### src/rtl/arb_mux.sv
`default_nettype none
// ============================================================================
// Module   : arb_mux
// Purpose  : Registered N-channel mux with valid/ready on every input and on
//            the output. Channel is picked by an explicit select (mode=0) or
//            by a fair round-robin arbiter (mode=1). One register stage
//            keeps mux depth out of the downstream critical path.
// Revision : 1.0 - initial release
// ============================================================================
module arb_mux #(
   parameter int WIDTH    = 8,
   parameter int CHANNELS = 4,
   parameter int SEL_W    = 2
) (
   input  logic                      clk,
   input  logic                      rst_n,
   input  logic                      mode,
   input  logic [SEL_W-1:0]          sel,
   input  logic [CHANNELS-1:0]       in_valid,
   output logic [CHANNELS-1:0]       in_ready,
   input  logic [CHANNELS*WIDTH-1:0] in_data,
   output logic                      out_valid,
   input  logic                      out_ready,
   output logic [WIDTH-1:0]          out_data,
   output logic [SEL_W-1:0]          out_chan
);

   // Pointer restarts at the last channel so the first round-robin scan
   // begins at channel 0.
   localparam logic [SEL_W-1:0] c_ptr_reset = SEL_W'(CHANNELS - 1);

   logic [SEL_W-1:0] r_ptr;        // last channel granted in round-robin mode
   logic             w_load_en;    // output register free to take a new beat
   logic             w_has_cand;   // a candidate channel exists this cycle
   logic [SEL_W-1:0] w_cand;       // index of the candidate channel
   logic             w_xfer;       // handshake completes on the candidate
   logic [WIDTH-1:0] w_cand_data;  // data of the candidate channel
   int               w_best_dist;  // scan distance of best valid channel so far
   int               w_dist;       // scan distance of the channel under test

   assign w_load_en = !out_valid || out_ready;

   // Candidate selection: explicit select, or nearest valid channel after ptr.
   always_comb begin
      w_has_cand  = 1'b0;
      w_cand      = '0;
      w_best_dist = CHANNELS;
      w_dist      = 0;
      if (!mode) begin
         if (int'(sel) < CHANNELS) begin
            w_has_cand = 1'b1;
            w_cand     = sel;
         end
      end else begin
         for (int i = 0; i < CHANNELS; i++) begin
            // Distance 0 is the channel right after ptr; wraps modulo CHANNELS.
            w_dist = i + CHANNELS - 1 - int'(r_ptr);
            if (w_dist >= CHANNELS) begin
               w_dist = w_dist - CHANNELS;
            end
            if (in_valid[i] && (w_dist < w_best_dist)) begin
               w_best_dist = w_dist;
               w_has_cand  = 1'b1;
               w_cand      = SEL_W'(i);
            end
         end
      end
   end

   // One-hot ready toward the candidate only, gated by output availability.
   always_comb begin
      in_ready = '0;
      for (int i = 0; i < CHANNELS; i++) begin
         in_ready[i] = w_has_cand && w_load_en && (w_cand == SEL_W'(i));
      end
   end

   // Data steering for the candidate channel.
   always_comb begin
      w_cand_data = '0;
      for (int i = 0; i < CHANNELS; i++) begin
         if (w_cand == SEL_W'(i)) begin
            w_cand_data = in_data[i*WIDTH +: WIDTH];
         end
      end
   end

   assign w_xfer = |(in_valid & in_ready);

   // Output register and arbitration pointer: load, drain or hold.
   always_ff @(posedge clk or negedge rst_n) begin
      if (!rst_n) begin
         out_valid <= 1'b0;
         out_data  <= '0;
         out_chan  <= '0;
         r_ptr     <= c_ptr_reset;
      end else begin
         if (w_xfer) begin
            out_valid <= 1'b1;
            out_data  <= w_cand_data;
            out_chan  <= w_cand;
            if (mode) begin
               r_ptr <= w_cand;
            end
         end else if (out_valid && out_ready) begin
            out_valid <= 1'b0;
         end
      end
   end

endmodule
`default_nettype wire
### config.mk
export PLATFORM = sky130hd
export DESIGN_NAME = arb_mux
export DESIGN_NICKNAME = d
export VERILOG_FILES = /design/src/rtl/arb_mux.sv
export SDC_FILE = /design/constraint.sdc
export NUM_CORES = 1
export LEC_CHECK = 0
export CORE_MARGIN = 4
export CORE_UTILIZATION = 35
export DETAILED_ROUTE_END_ITERATION = 7
export GPL_TIMING_DRIVEN = 0
export PLACE_DENSITY = 0.67
export SLEW_MARGIN = 20
export SYNTH_ARGS = -nofsm -noshare
export SYNTH_HDL_FRONTEND = slang
export SYNTH_SLANG_ARGS = --single-unit
### constraint.sdc
create_clock -name clk -period 11.7 [get_ports clk]
set_clock_uncertainty 0.1 [all_clocks]
set_input_delay 2.925 -clock clk [delete_from_list [all_inputs] [get_ports clk]]
set_output_delay 2.925 -clock clk [all_outputs]
set_load 0.02 [all_outputs]
# Yosys cells after proc, flatten, opt, wreduce, memory -nomap -nowiden
# Index checks and enable logic that the tools add are counted.
[word_totals] latch_bits=0 ff_bits=13 ramBits=0 mem_bits_ro=0 elab_cells=69 mem_count=0 out_inout_bits=15
[classes] muxes=29 n_shift=0 mul=0 div_mod_pow=0 bitwise=1 n_reduce_logical=16 order_cmp=8 n_eq_ne=3 addsub=8
[op_table] operator="$mux 32" n=14
[op_table] operator="$lt 32x32->1" n=3
[op_table] operator="$lt 32x4->1 const B" n=1
[op_table] operator="$mux 8" n=4
[op_table] operator="$sub 4x4->5 const B" n=3
[op_table] operator="$ge 4x4->1 const B" n=3
[op_table] operator="$sub 3x2->4 const A" n=3
[op_table] operator="$logic_and 1x1->1" n=10
[op_table] operator="$mux 1" n=8
[op_table] operator="$mux 2" n=3
[op_table] operator="$sub 3x4->5 const B" n=1
[op_table] operator="$and 4x4->4" n=1
[op_table] operator="$eq 2x2->1 const B" n=2
[op_table] operator="$ge 3x4->1 const B" n=1
[op_table] operator="$reduce_or 4->1" n=1
[op_table] operator="$sub 2x2->3 const A" n=1
[op_table] operator="$eq 2x1->1 const B" n=1
[op_table] operator="$logic_not 2->1" n=1
[op_table] operator="$reduce_and 2->1" n=1
[op_table] operator="$reduce_bool 2->1" n=1
[op_table] operator="$logic_not 1->1" n=1
[op_table] operator="$logic_or 1x1->1" n=1

# Depth between registers and ports, before layout
[logic_depth] word_depth=25 ltp_mapped=27 ltp_nobuf=25

# Least setup slack after synthesis
# OpenSTA, ideal clock, no wires.
[synth_timing] path_kind="input to output" startpoint="in in_valid[0]" endpoint="out in_ready[3]" setup_slack_ps=1683 n_path_buf=1 required_time_ps=8675 arrival_ps=6992 path_stages=21 path_cell_list="nand2_1 > ha_1 > and2_1 > a311o_1 > nand2_1 > nor2_1 > a21oi_1 > ha_1 > nor2b_1 > o21ai_0 > o311ai_1 > nand2_1 > a21oi_1 > ha_1 > or3b_1 > a2111o_1 > a31o_1 > a41oi_2 > buf_6 > nand2_4 > nor3_1"
[synth_between] elab_chain_len=17 word_cells_on_any_way=25 cone_classes="3 x order compare; 1 x eq/ne; 15 x mux; 6 x reduce/logical"
[synth_lines] item="start: declaration" line_no="19" source="input logic [CHANNELS-1:0] in_valid,"
[synth_lines] item="$logic_and 1x1->1 (*)" line_no="61" source="if (in_valid[i] && (w_dist < w_best_dist)) begin"
[synth_lines] item="$mux 32" line_no="61"
[synth_lines] item="$mux 32" line_no="49" source="if (!mode) begin"
[synth_lines] item="$lt 32x32->1" line_no="61"
[synth_lines] item="$logic_and 1x1->1" line_no="61"
[synth_lines] item="$mux 32" line_no="61"
[synth_lines] item="$mux 32" line_no="49"
[synth_lines] item="$lt 32x32->1" line_no="61"
[synth_lines] item="$logic_and 1x1->1" line_no="61"
[synth_lines] item="$mux 32" line_no="61"
[synth_lines] item="$mux 32" line_no="49"
[synth_lines] item="$lt 32x32->1" line_no="61"
[synth_lines] item="$logic_and 1x1->1" line_no="61"
[synth_lines] item="$mux 2 / $mux 1 (equally long branches)" line_no="61"
[synth_lines] item="$mux 2 / $mux 1 (equally long branches)" line_no="49"
[synth_lines] item="$eq 2x2->1 / $logic_and 1x1->1 (equally long branches)" line_no="74" source="in_ready[i] = w_has_cand && w_load_en && (w_cand == SEL_W'(i));"
[synth_lines] item="$logic_and 1x1->1 (*)" line_no="74"
[synth_lines] item="end: declaration" line_no="20" source="output logic [CHANNELS-1:0] in_ready,"
# Every way passes the cells marked *; elsewhere a longest branch is shown, timed or not. The select of a mux whose other input is x is not followed.

# Final worst setup path
# Same ends and word-level chain as after synthesis.

==> results.md <==
* Routed vias at 1290
* Final Max Tran Viols at 0
* Slew headroom at 0.596
* Via density per instance at 5.20
* Dpl ws at approximately 290 ps
* Overflow left after global routing at 0
* TritonCTS buffer count at 3
* Final net count at around 260
* Synth top area share at 0.196
* Worst-path clk slew at 60 ps
* TritonCTS clock tree: done
* Initial DRC count at 42
* CP endpoint kind: primary output
* CTS Buffer Depth at 2
* # diodes at 0
* Distinct cells, synth at 41
* Synth Warn # at 0
* Number of flops mapped to enable cells by yosys at 0
* TritonRoute pass-1 iters at 3
* Gpl congestion at ~0.86
* Hold Crit Class: flip-flop to flip-flop
* Run status: finished clean
* Switching share of total power at 0.440
* Syn Area/Cell at 10.0 µm²
* Largest net degree at the start of global routing at 14
* Initial Util at 0.372
* Fin. Hold Viols at 0
* Mapped Area at around 1400 µm²
* Fin util at 0.549
* Critical Path AT at a little over 8000 ps
* NetSw at between 0.0002 and 0.0003 W
* Final worst path period need at about 11000 ps
* Synthesis-to-finish area growth at 47.6%
* Chip width at a little over 70 µm
* Register area share after synthesis at 0.234
* Syn_nets at 196
* Post-route cell area at 2070 µm²
* Share of layout cells above drive strength 1 at 0.140
* Cts hold-fix bufs at 0
* Clock network power share at 0.069
* Root Driver: clkbuf_8
* Proportion of power drawn by combinational gates at 0.773
* Routed Antenna Nets at 0
* DP Area at 2020 µm²
* Cell count after synthesis at 140
* Total wire length at roughly 3.8 mm
* Setup violators final at 0
* Pwr/cell area at approximately 280 nW/µm²
* Post-synth top flop: dfrtp_1
* Leak at 0.940 nW
* Crit Path Class: primary input to primary output
* Hold Path Cell Cnt at 1
* Cells taking the most area after synthesis: dfrtp_1 (20%), mux2i_1 (18%), ha_1 (12%), mux2_4 (8.6%), dfstp_2 (3.7%)
* WL/cell at around 15 µm
* Synth Register Bits at 13
* CP required at 8680 ps
* HPWL Detailed at between 3 and 4 mm
* Sequential Power Share at 0.158
* Post-CTS Setup Repair Bufs at 0
* Max FO, Critical Path at 10
* DIE AREA at between 5000 and 6000 µm²
* Gr usage total at 0.149
* Pint at approximately 0.00032 W
* H-tree levels at 1
* RSZ-0062 raised after global routing: false
* VDD IR max at between 0.0001 and 0.00015 V
* Global-route wire length before repair at slightly above 6 mm
* # IOs at 57
* Worst Max-Slew Pin Slew at 605 ps
* Die height at slightly above 70 µm
* Clock Latency Late Sink at roughly 240 ps
* Ys async rst share at 1.00
* Initial antenna violation count at 0
* CTS sink count at 13
* Peak Freq at between 0.08 and 0.09 GHz
* Period utilization at 0.951
* Cell Rows at 22
* Drt drc at 0
* Final Worst Setup Slack at between 500 and 600 ps
* Setup TNS at 0 ps
* CP startpoint kind: primary input
* R2R cell count at 25
* Via count of the first global-routing pass at 1392
* Number of port buffers at 56
* Cell accounting for the most synthesized area: dfrtp_1
* Layout fillers at around 320
* Core Area at approximately 3800 µm²
* Max-cap violation count at 0
[logic make-up (layout without fill, tap and decap cells)]
group | Yosys count | in the layout | synth area share
AND/OR/NAND/NOR | 40 | 40 | 0.162
multiplexers | 34 | 34 | 0.272
AO/OA/AOI/OAI | 27 | 27 | 0.158
adder cells (fa/ha/maj) | 14 | 14 | 0.125
flip-flops | 13 | 13 | 0.234
buffers and inverters | 12 | 72 | 0.0491
[Yosys cell counts, types with 3 or more instances]
| library cell | number |
|---|---|
| nand2_1 | 6 |
| and2_1 | 7 |
| a21oi_1 | 6 |
| nor2_1 | 10 |
| mux2_4 | 8 |
| dfrtp_1 | 11 |
| ha_1 | 14 |
| inv_1 | 8 |
| nand2b_1 | 3 |
| buf_6 | 3 |
| mux2i_1 | 25 |
[timing repair]
| item | in CTS | in global routing |
|---|---|---|
| endpoints found under the setup margin | 0 | 3 |
| endpoints found under the hold margin | 0 | 0 |
| resized for setup | 0 | 2 |
[power groups by stage]
| stage | Sequential (W) | Combinational [W] | Clock [W] |
|---|---|---|---|
| after floorplan | 0.000110 | 0.000298 | 0 |
| after global placement | 0.0000912 | 0.000433 | 0 |
| after detailed placement | 0.0000901 | 0.000449 | 0 |
| after CTS | 0.0000915 | 0.000450 | 0.0000404 |
| after global routing | 0.0000952 | 0.000488 | 0.0000424 |
| final | 0.0000916 | 0.000447 | 0.0000399 |
[path summary, 6_finish.rpt]
kind | startpoint | endpoint | slack (ps)
worst max-delay path | in_valid[0] | in_ready[3] | 580
worst min-delay path | out_chan[1] | out_chan[1] | 380
max in group asynchronous | rst_n | out_data[0] | 8140
worst max register to register | r_ptr[0] | out_data[4] | 5540
min in group asynchronous | rst_n | out_data[7] | 2960
worst min register to register | out_chan[1] | out_chan[1] | 380
[cell usage in the layout (no fill, tap or decap), types with 6 or more instances in the layout]
cell type,count
a21oi_1,6
inv_1,8
ha_1,14
mux2_4,8
mux2i_1,25
dfrtp_1,11
clkdlybuf4s50_1,55
and2_1,7
nor2_1,10
nand2_1,6
[metal layers]
metal	up-vias	global-route usage	wire (µm)
met3	6	0.0393	251
met1	606	0.180	1650
met4	0	0.0376	39
met2	44	0.261	1830
met5	-	0	0
li1	634	-	-
[worst max-delay path, stage by stage]
cell,delay [ps]
dlymetal6s2s_1,250
nand2_1,120
ha_1,190
and2_1,190
a311o_1,360
nand2_1,120
nor2_1,50
a21oi_1,190
ha_1,290
nor2b_1,140
o21ai_0,220
o311ai_1,190
nand2_1,210
a21oi_1,100
ha_1,290
or3b_1,370
a2111o_1,370
a31o_1,220
a41oi_2,210
buf_6,210
nand2_4,80
nor3_1,150
clkdlybuf4s50_1,630
[flip-flops by register name, indices dropped and copies added, names as in the netlist]
| name | cells |
|---|---|
| out_data | 8 |
| out_chan | 2 |
| r_ptr | 2 |
| out_valid | 1 |
[metrics by stage]
step,total power [W],instances,hold WS [ps]
2_1_floorplan,0.000408,140,451
3_5_place_dp,0.000539,244,373
6_report,0.000579,248,384
5_1_grt,0.000626,248,426
3_3_place_gp,0.000524,244,381
4_1_cts,0.000581,248,390
[layout make-up]
cell class,instances,area [µm²],area share
flip-flops and latches,13,328,0.158
well taps,48,60.1,0.0290
repair buffers,56,563,0.272
multi-input cells,115,1010,0.486
inverters,8,30.0,0.0145
clock buffers,4,45.0,0.0218
plain buffers,4,38.8,0.0187
Note: power is estimated with default switching activity, not from simulation.
